### config.mk
export PLATFORM = sky130hd
export DESIGN_NAME = data_mem_lsu_flat
export DESIGN_NICKNAME = d
export VERILOG_FILES = /design/src/rtl/lsu_pkg.sv /design/src/rtl/data_mem_lsu_if.sv /design/src/rtl/lsu_align.sv /design/src/rtl/data_mem_lsu.sv /design/src/flat_wrapper.sv
export SDC_FILE = /design/constraint.sdc
export NUM_CORES = 1
export LEC_CHECK = 0
export ABC_AREA = 1
export CORE_UTILIZATION = 35
export CTS_CLUSTER_DIAMETER = 150
export DETAILED_ROUTE_END_ITERATION = 12
export PLACE_DENSITY = 0.71
export SLEW_MARGIN = 0
export SYNTH_ARGS = -nofsm -noshare
export SYNTH_HDL_FRONTEND = slang
export SYNTH_SLANG_ARGS = --single-unit
### constraint.sdc
create_clock -name clk -period 2.3 [get_ports clk]
set_input_delay 0.46 -clock clk [delete_from_list [all_inputs] [get_ports clk]]
set_output_delay 0.46 -clock clk [all_outputs]
set_load 0.03 [all_outputs]
### src/rtl/lsu_pkg.sv
// Shared types and constants for the data-memory load/store unit.
//   lsu_state_t : FSM encoding (IDLE -> REQ -> RESP)
//   F3_*        : RV32I load/store width codes (func3)
//   MASK_*      : byte-lane strobe patterns before lane shift
package lsu_pkg;

    typedef enum logic [1:0] {
        IDLE = 2'd0,
        REQ  = 2'd1,
        RESP = 2'd2
    } lsu_state_t;

    localparam logic [2:0] F3_B  = 3'b000;
    localparam logic [2:0] F3_H  = 3'b001;
    localparam logic [2:0] F3_W  = 3'b010;
    localparam logic [2:0] F3_BU = 3'b100;
    localparam logic [2:0] F3_HU = 3'b101;

    localparam logic [3:0] MASK_B = 4'b0001;
    localparam logic [3:0] MASK_H = 4'b0011;
    localparam logic [3:0] MASK_W = 4'b1111;

endpackage

### src/rtl/data_mem_lsu_if.sv
// Data-memory word bus: single valid/ready handshake per access.
//   master (LSU) : drives mem_valid/we/addr/wdata/wmask, samples mem_ready/mem_rdata
//   slave (mem)  : the reverse
interface data_mem_lsu_if #(
    parameter int ADDR_W = 32,
    parameter int DATA_W = 32
) ();
    logic              mem_valid;
    logic              mem_we;
    logic [ADDR_W-1:0] mem_addr;
    logic [DATA_W-1:0] mem_wdata;
    logic [3:0]        mem_wmask;
    logic              mem_ready;
    logic [DATA_W-1:0] mem_rdata;

    modport master (
        output mem_valid, mem_we, mem_addr, mem_wdata, mem_wmask,
        input  mem_ready, mem_rdata
    );

    modport slave (
        input  mem_valid, mem_we, mem_addr, mem_wdata, mem_wmask,
        output mem_ready, mem_rdata
    );
endinterface

### src/rtl/lsu_align.sv
// Combinational byte-lane logic for the LSU.
//   Store side : func3/addr_lo/wdata -> legal flag, replicated store data, lane mask
//   Load side  : ld_func3/ld_lo/ld_word -> extracted, sign/zero-extended result
module lsu_align
    import lsu_pkg::*;
(
    input  logic        is_store,
    input  logic [2:0]  func3,
    input  logic [1:0]  addr_lo,
    input  logic [31:0] wdata,
    output logic        legal,
    output logic [31:0] st_data,
    output logic [3:0]  st_mask,
    input  logic [2:0]  ld_func3,
    input  logic [1:0]  ld_lo,
    input  logic [31:0] ld_word,
    output logic [31:0] ld_data
);
    logic [31:0] ld_shift;
    logic [7:0]  ld_byte;
    logic [15:0] ld_half;

    // Width code and alignment; unsigned variants exist only for loads.
    always_comb begin
        legal = 1'b0;
        case (func3)
            F3_B:    legal = 1'b1;
            F3_H:    legal = !addr_lo[0];
            F3_W:    legal = (addr_lo == 2'b00);
            F3_BU:   legal = !is_store;
            F3_HU:   legal = !is_store && !addr_lo[0];
            default: legal = 1'b0;
        endcase
    end

    // Data is replicated across lanes so the strobe alone selects the target bytes.
    always_comb begin
        st_data = 32'h0;
        st_mask = 4'h0;
        case (func3[1:0])
            2'b00: begin
                st_data = {4{wdata[7:0]}};
                st_mask = MASK_B << addr_lo;
            end
            2'b01: begin
                st_data = {2{wdata[15:0]}};
                st_mask = MASK_H << addr_lo;
            end
            2'b10: begin
                st_data = wdata;
                st_mask = MASK_W;
            end
            default: ;
        endcase
    end

    assign ld_shift = ld_word >> {ld_lo, 3'b000};
    assign ld_byte  = ld_shift[7:0];
    assign ld_half  = ld_shift[15:0];

    always_comb begin
        ld_data = ld_word;
        case (ld_func3)
            F3_B:    ld_data = {{24{ld_byte[7]}}, ld_byte};
            F3_H:    ld_data = {{16{ld_half[15]}}, ld_half};
            F3_BU:   ld_data = {24'h0, ld_byte};
            F3_HU:   ld_data = {16'h0, ld_half};
            default: ld_data = ld_word;
        endcase
    end
endmodule

### src/rtl/data_mem_lsu.sv
// Load/store responder for EX/MEM. Turns each decoded memory access into one
// valid/ready word transaction, stalling the pipeline until it completes.
//   clk, rst_n          : clock, async active-low reset
//   cs, wr_en, rd_en    : decoder controls (cs/wr_en active-low, rd_en active-high)
//   func3, addr, wdata  : width code, byte address, store data
//   rdata               : registered load result
//   stall               : hold pipeline
//   access_err, bus_err : 1-cycle pulses (misaligned/illegal func3, timeout)
//   mem                 : data-memory bus (master side)
module data_mem_lsu
    import lsu_pkg::*;
#(
    parameter int TIMEOUT = 16,
    parameter int ADDR_W  = 32,
    parameter int DATA_W  = 32
) (
    input  logic              clk,
    input  logic              rst_n,
    input  logic              cs,
    input  logic              wr_en,
    input  logic              rd_en,
    input  logic [2:0]        func3,
    input  logic [ADDR_W-1:0] addr,
    input  logic [DATA_W-1:0] wdata,
    output logic [DATA_W-1:0] rdata,
    output logic              stall,
    output logic              access_err,
    output logic              bus_err,
    data_mem_lsu_if.master    mem
);
    localparam int CW = (TIMEOUT > 2) ? $clog2(TIMEOUT) : 1;
    // Abort decision is made in the cycle whose increment would reach TIMEOUT-1.
    localparam logic [CW-1:0] LIMIT = CW'(TIMEOUT - 2);

    lsu_state_t        state_q, state_d;
    logic [CW-1:0]     cnt_q, cnt_d;
    logic [DATA_W-1:0] rdata_q, rdata_d;
    logic              valid_q, valid_d;
    logic              we_q, we_d;
    logic [ADDR_W-1:0] maddr_q, maddr_d;
    logic [31:0]       mwdata_q, mwdata_d;
    logic [3:0]        mask_q, mask_d;
    logic [2:0]        f3_q, f3_d;
    logic [1:0]        lo_q, lo_d;
    logic              aerr_q, aerr_d;
    logic              berr_q, berr_d;

    logic        is_store, is_load, legal;
    logic [31:0] st_data, ld_data;
    logic [3:0]  st_mask;

    // Store wins when both decode terms could apply.
    assign is_store = !cs && !wr_en;
    assign is_load  = !cs && wr_en && rd_en;

    lsu_align u_align (
        .is_store (is_store),
        .func3    (func3),
        .addr_lo  (addr[1:0]),
        .wdata    (wdata),
        .legal    (legal),
        .st_data  (st_data),
        .st_mask  (st_mask),
        .ld_func3 (f3_q),
        .ld_lo    (lo_q),
        .ld_word  (mem.mem_rdata),
        .ld_data  (ld_data)
    );

    always_comb begin
        state_d  = state_q;
        cnt_d    = cnt_q;
        rdata_d  = rdata_q;
        valid_d  = valid_q;
        we_d     = we_q;
        maddr_d  = maddr_q;
        mwdata_d = mwdata_q;
        mask_d   = mask_q;
        f3_d     = f3_q;
        lo_d     = lo_q;
        aerr_d   = 1'b0;
        berr_d   = 1'b0;
        stall    = 1'b0;
        case (state_q)
            IDLE: begin
                if (is_store || is_load) begin
                    if (legal) begin
                        stall    = 1'b1;
                        state_d  = REQ;
                        cnt_d    = '0;
                        valid_d  = 1'b1;
                        we_d     = is_store;
                        maddr_d  = {addr[ADDR_W-1:2], 2'b00};
                        mwdata_d = is_store ? st_data : 32'h0;
                        mask_d   = is_store ? st_mask : 4'h0;
                        f3_d     = func3;
                        lo_d     = addr[1:0];
                    end else begin
                        aerr_d = 1'b1;
                    end
                end
            end
            REQ: begin
                stall = 1'b1;
                // Ready is checked first so a handshake on the limit cycle succeeds.
                if (mem.mem_ready) begin
                    valid_d = 1'b0;
                    state_d = RESP;
                    if (!we_q) rdata_d = ld_data;
                end else if (cnt_q == LIMIT) begin
                    valid_d = 1'b0;
                    berr_d  = 1'b1;
                    state_d = RESP;
                end else begin
                    cnt_d = cnt_q + 1'b1;
                end
            end
            RESP: state_d = IDLE;
            default: state_d = IDLE;
        endcase
    end

    always_ff @(posedge clk or negedge rst_n) begin
        if (!rst_n) begin
            state_q  <= IDLE;
            cnt_q    <= '0;
            rdata_q  <= '0;
            valid_q  <= 1'b0;
            we_q     <= 1'b0;
            maddr_q  <= '0;
            mwdata_q <= '0;
            mask_q   <= '0;
            f3_q     <= '0;
            lo_q     <= '0;
            aerr_q   <= 1'b0;
            berr_q   <= 1'b0;
        end else begin
            state_q  <= state_d;
            cnt_q    <= cnt_d;
            rdata_q  <= rdata_d;
            valid_q  <= valid_d;
            we_q     <= we_d;
            maddr_q  <= maddr_d;
            mwdata_q <= mwdata_d;
            mask_q   <= mask_d;
            f3_q     <= f3_d;
            lo_q     <= lo_d;
            aerr_q   <= aerr_d;
            berr_q   <= berr_d;
        end
    end

    assign rdata         = rdata_q;
    assign access_err    = aerr_q;
    assign bus_err       = berr_q;
    assign mem.mem_valid = valid_q;
    assign mem.mem_we    = we_q;
    assign mem.mem_addr  = maddr_q;
    assign mem.mem_wdata = mwdata_q;
    assign mem.mem_wmask = mask_q;
endmodule

### src/flat_wrapper.sv
// flat-port wrapper written by rule: the top's interface ports become plain ports
module data_mem_lsu_flat import lsu_pkg::*;
#(
    parameter int TIMEOUT = 16,
    parameter int ADDR_W  = 32,
    parameter int DATA_W  = 32
)
  (clk, rst_n, cs, wr_en, rd_en, func3, addr, wdata, rdata, stall, access_err, bus_err, mem_mem_valid, mem_mem_we, mem_mem_addr, mem_mem_wdata, mem_mem_wmask, mem_mem_ready, mem_mem_rdata);
  data_mem_lsu_if #(.ADDR_W(ADDR_W), .DATA_W(DATA_W)) mem_i ();
  input  logic clk;
  input  logic rst_n;
  input  logic cs;
  input  logic wr_en;
  input  logic rd_en;
  input  logic [2:0] func3;
  input  logic [ADDR_W-1:0] addr;
  input  logic [DATA_W-1:0] wdata;
  output logic [DATA_W-1:0] rdata;
  output logic stall;
  output logic access_err;
  output logic bus_err;
  output wire logic [$bits(mem_i.mem_valid)-1:0] mem_mem_valid;
  output wire logic [$bits(mem_i.mem_we)-1:0] mem_mem_we;
  output wire logic [$bits(mem_i.mem_addr)-1:0] mem_mem_addr;
  output wire logic [$bits(mem_i.mem_wdata)-1:0] mem_mem_wdata;
  output wire logic [$bits(mem_i.mem_wmask)-1:0] mem_mem_wmask;
  input wire logic [$bits(mem_i.mem_ready)-1:0] mem_mem_ready;
  input wire logic [$bits(mem_i.mem_rdata)-1:0] mem_mem_rdata;
  assign mem_mem_valid = mem_i.mem_valid;
  assign mem_mem_we = mem_i.mem_we;
  assign mem_mem_addr = mem_i.mem_addr;
  assign mem_mem_wdata = mem_i.mem_wdata;
  assign mem_mem_wmask = mem_i.mem_wmask;
  assign mem_i.mem_ready = mem_mem_ready;
  assign mem_i.mem_rdata = mem_mem_rdata;
  data_mem_lsu #(.TIMEOUT(TIMEOUT), .ADDR_W(ADDR_W), .DATA_W(DATA_W)) u_core (.clk(clk), .rst_n(rst_n), .cs(cs), .wr_en(wr_en), .rd_en(rd_en), .func3(func3), .addr(addr), .wdata(wdata), .rdata(rdata), .stall(stall), .access_err(access_err), .bus_err(bus_err), .mem(mem_i));
endmodule
==> Implementation_results.wiki <==
{| class="wikitable"
! Metric !! Value
|-
| Worst clock skew || 0.00673 ns
|-
| Buffer cell driving the clock tree root || sky130_fd_sc_hd__clkbuf_16
|-
| Post-synthesis instance area || about 5600 µm²
|-
| Setup CP Type || in2out
|-
| IR drop worst, VDD || 0.000503 V
|-
| Via count of the first global-routing pass || 5289
|-
| Most area-hungry cell type in the Yosys netlist || sky130_fd_sc_hd__dfrtp_1
|-
| Worst-case setup margin in the final layout || between 0.1 and 0.15 ns
|-
| Unrepaired setup endpoints after global routing || no
|-
| Predominant post-synthesis flop cell || sky130_fd_sc_hd__dfrtp_1
|-
| Share of synthesized area occupied by flip-flops and latches || around half
|-
| Row Count || 45
|-
| Power per standard cell area || roughly 1100 nW/µm²
|-
| Critical-path cell with the highest stage delay || sky130_fd_sc_hd__clkdlybuf4s50_1
|-
| Critical Path Most Common Cell || sky130_fd_sc_hd__nand2_1
|-
| Die height || 129 µm
|-
| Final Cycle Share || 94.7%
|-
| Crit Path Max Fanout || 3
|-
| Final Max Slew Viols || 0
|-
| Width of the die || 129 µm
|-
| Ports || 210
|-
| Count of flip-flops with a built-in enable after synthesis || 0
|-
| Worst Hold Class || in2async
|-
| Iteration count of the initial detailed-routing pass || 5
|-
| Dominant cell by count in the synthesized netlist || sky130_fd_sc_hd__nand2_1
|-
| Leakage power of the design || 0.00415 µW
|-
| Slowest stage delay, CP || 0.58 ns
|-
| Max-slew headroom at the worst pin || 52.0%
|-
| Clock tree from TritonCTS || built
|-
| Net total in the final layout || 1066
|-
| Required time at the worst-slack endpoint || 1.84 ns
|-
| Total vias in the final route || 5662
|-
| Total wirelength of the detailed-routed design || 17.1 mm
|-
| Number of H-tree levels || 4
|-
| Routed len/inst || 14.4 µm
|-
| Final Total Pwr || 9170 µW
|-
| Flip-flop and latch count after synthesis || ~110
|-
| Worst-path cell chain || clkdlybuf4s50_1 -> nand2_4 -> nand2_1 -> nand2_1 -> nand3_2 -> inv_2 -> nand2_2 -> nand2_1 -> buf_4
|-
| Maxcap violations || 0
|-
| DIE AREA || approximately 17000 µm²
|-
| Top cells by instance count after synthesis || sky130_fd_sc_hd__nand2_1, sky130_fd_sc_hd__dfrtp_1, sky130_fd_sc_hd__nand3_1
|-
| Area growth, synth to finish || 52.7%
|-
| Global-route wire length before repair || 27.1 mm
|-
| Detailed router's first-iteration violation count || about 350
|-
| Result of the run || finished clean
|-
| Yosys top cell area share || 50.3%
|-
| Met3 GRT Util || 8.07%
|-
| Top cells by area, synth || sky130_fd_sc_hd__dfrtp_1, sky130_fd_sc_hd__nand2_1, sky130_fd_sc_hd__nand3_1, sky130_fd_sc_hd__o21ai_0, sky130_fd_sc_hd__a21oi_1
|-
| Global placer's final weighted congestion || 0.894
|-
| Global route overflow || 0
|-
| Most Crowded Layer GR || met2
|-
| Cts bufs inserted || 17
|-
| Fraction of final layout cells with drive strength greater than 1 || 7.61%
|-
| Met2 Usage GRT || between 30% and 40%
|-
| Core footprint || 15400 µm²
|-
| Sink Count || around 110
|-
| Clock-pin slew on the worst setup and hold paths || around 0.05 ns
|-
| Slew @ Worst Pin || approximately 0.72 ns
|-
| Port Buffer Count || between 200 and 250
|-
| Initial cell density of the core || between 30% and 40%
|-
| Fraction of registers with async set/reset || 100%
|-
| Half-perimeter wire length after placement || between 10 and 15 mm
|-
| Clock Latency Late Sink || between 0.4 and 0.5 ns
|-
| Overall global routing resource usage || 21.5%
|-
| Via/cell ratio || 4.78
|-
| DRC errors left || 0
|-
| Period minus WS final || about 2.2 ns
|-
| Number of antenna violations at the first check in global routing || 1
|-
| Number of distinct standard cells referenced by the synthesized netlist || 26
|-
| Filler Cell Count || approximately 1500
|-
| Met1 demand-to-capacity share in global routing || 27.0%
|-
| Maximum frequency from static timing analysis || between 400 and 500 MHz
|-
| Count of mapped cells out of synthesis || 749
|-
| # hold bufs at CTS || 0
|-
| Setup Viol. Count Final || 0
|-
| Final number of hold-violating endpoints || 0
|-
| Pre-CTS setup slack || -0.0392 ns
|-
| Buffer levels on the longest clock path || 2
|-
| CP Launch Type || primary input
|-
| Capturing element type of the critical path || output port
|-
| Antenna viol nets, final || 0
|-
| Synthesized area per cell || 7.51 µm²
|-
| Synthesis Warnings || 0
|-
| CP Data Arrival Time || 1.72 ns
|-
| Largest net degree at the start of global routing || between 100 and 150
|}
[cells in the final DEF (no fill, tap or decap), types with 4 or more instances in the layout]
master | netlist | layout
sky130_fd_sc_hd__o211ai_1 | 8 | 8
sky130_fd_sc_hd__o21ai_1 | 5 | 6
sky130_fd_sc_hd__clkdlybuf4s50_1 | 0 | 203
sky130_fd_sc_hd__clkbuf_16 | 0 | 17
sky130_fd_sc_hd__o21ai_0 | 39 | 38
sky130_fd_sc_hd__bufinv_16 | 0 | 4
sky130_fd_sc_hd__dfrtp_1 | 113 | 113
sky130_fd_sc_hd__nand3_1 | 76 | 76
sky130_fd_sc_hd__buf_4 | 10 | 22
sky130_fd_sc_hd__nand2_1 | 343 | 342
sky130_fd_sc_hd__clkbuf_8 | 0 | 5
sky130_fd_sc_hd__inv_1 | 33 | 33
sky130_fd_sc_hd__nor2_2 | 4 | 4
sky130_fd_sc_hd__a21oi_1 | 35 | 35
sky130_fd_sc_hd__nor2_1 | 31 | 30
sky130_fd_sc_hd__inv_2 | 7 | 7
[stage by stage]
| stage | hold WS [ns] | setup TNS [ns] | utilization [%] | area, µm² | std cells |
|---|---|---|---|---|---|
| after floorplan | 0.164 | 0 | - | 5630 | 750 |
| after global placement | 0.453 | -0.0244 | 51.3 | 7920 | 1151 |
| after detailed placement | 0.457 | -0.0647 | 51.3 | 7920 | 1151 |
| after CTS | 0.169 | 0 | 55.6 | 8570 | 1183 |
| after global routing | 0.163 | 0 | 55.6 | 8580 | 1184 |
| final | 0.121 | 0 | 55.6 | 8580 | 1184 |
[final timing paths]
kind | startpoint | to | slack (ns) | depth (start not counted)
max in group asynchronous | rst_n | u_core.mem.mem_wdata[26] | 1.71 | 2
max | func3[0] | stall | 0.12 | 9
min reg2reg | u_core.mem.mem_addr[16] | u_core.mem.mem_addr[16] | 0.47 | 2
max reg2reg | u_core.lo_q[1] | u_core.rdata[31] | 0.32 | 8
min | rst_n | u_core.rdata[6] | 0.12 | 2
min in group clk | u_core.mem.mem_addr[16] | u_core.mem.mem_addr[16] | 0.47 | 2
[flip-flops by register name (all words and copies together), names as in the netlist]
| name | flops |
|---|---|
| u_core.mem.mem_wdata | 32 |
| u_core.rdata | 32 |
| u_core.mem.mem_addr | 30 |
| u_core.cnt_q | 4 |
| u_core.mem.mem_wmask | 4 |
| u_core.f3_q | 3 |
| u_core.lo_q | 2 |
| u_core.state_q | 2 |
| u_core.access_err | 1 |
| u_core.bus_err | 1 |
| u_core.mem.mem_valid | 1 |
| u_core.mem.mem_we | 1 |
[per-layer routing]
| metal | routed length (µm) | part of all wire [%] |
|---|---|---|
| met1 | 7290 | 43 |
| met2 | 7870 | 46 |
| met3 | 1610 | 9.4 |
| met4 | 314 | 1.8 |
| met5 | 0 | 0 |
[cell type report]
type / instances / area (µm²) / area share [%]
sequential: 113 / 2830 / 32.9
multi-input combinational: 556 / 2400 / 28.0
timing repair buffer: 230 / 2280 / 26.6
clock buffer: 24 / 502 / 5.85
tap: 211 / 264 / 3.08
inverter: 41 / 154 / 1.79
clock inverter: 8 / 149 / 1.73
antenna: 1 / 2.50 / 0.0292
[report_power, final]
group | internal (µW) | leakage (µW) | switching [µW]
Clock | 1960 | 0.000313 | 904
Sequential | 2520 | 0.00145 | 350
Combinational | 1390 | 0.00239 | 2050
[worst max-delay path, delay by kind of cell]
kind	cells	cell delay [ns]
AND/OR/NAND/NOR	6	0.46
buffers and inverters	3	0.80
[logic make-up after synthesis]
group / after synthesis / share of synthesized area (%)
compound gates: 87 / 8.10
other cells: 1 / 0.0667
buf+inv: 81 / 7.21
flops: 113 / 50.3
xor+xnor: 2 / 0.312
fa+ha+maj: 2 / 0.445
simple gates: 463 / 33.6
[repair_timing]
item,in CTS,in global routing
setup buffers,0,0
endpoints found under the setup margin,1,1
hold endpoints to repair,0,0
gates resized for setup,1,4
cloned,0,0
No activity file was read; power rests on OpenSTA's default activity.
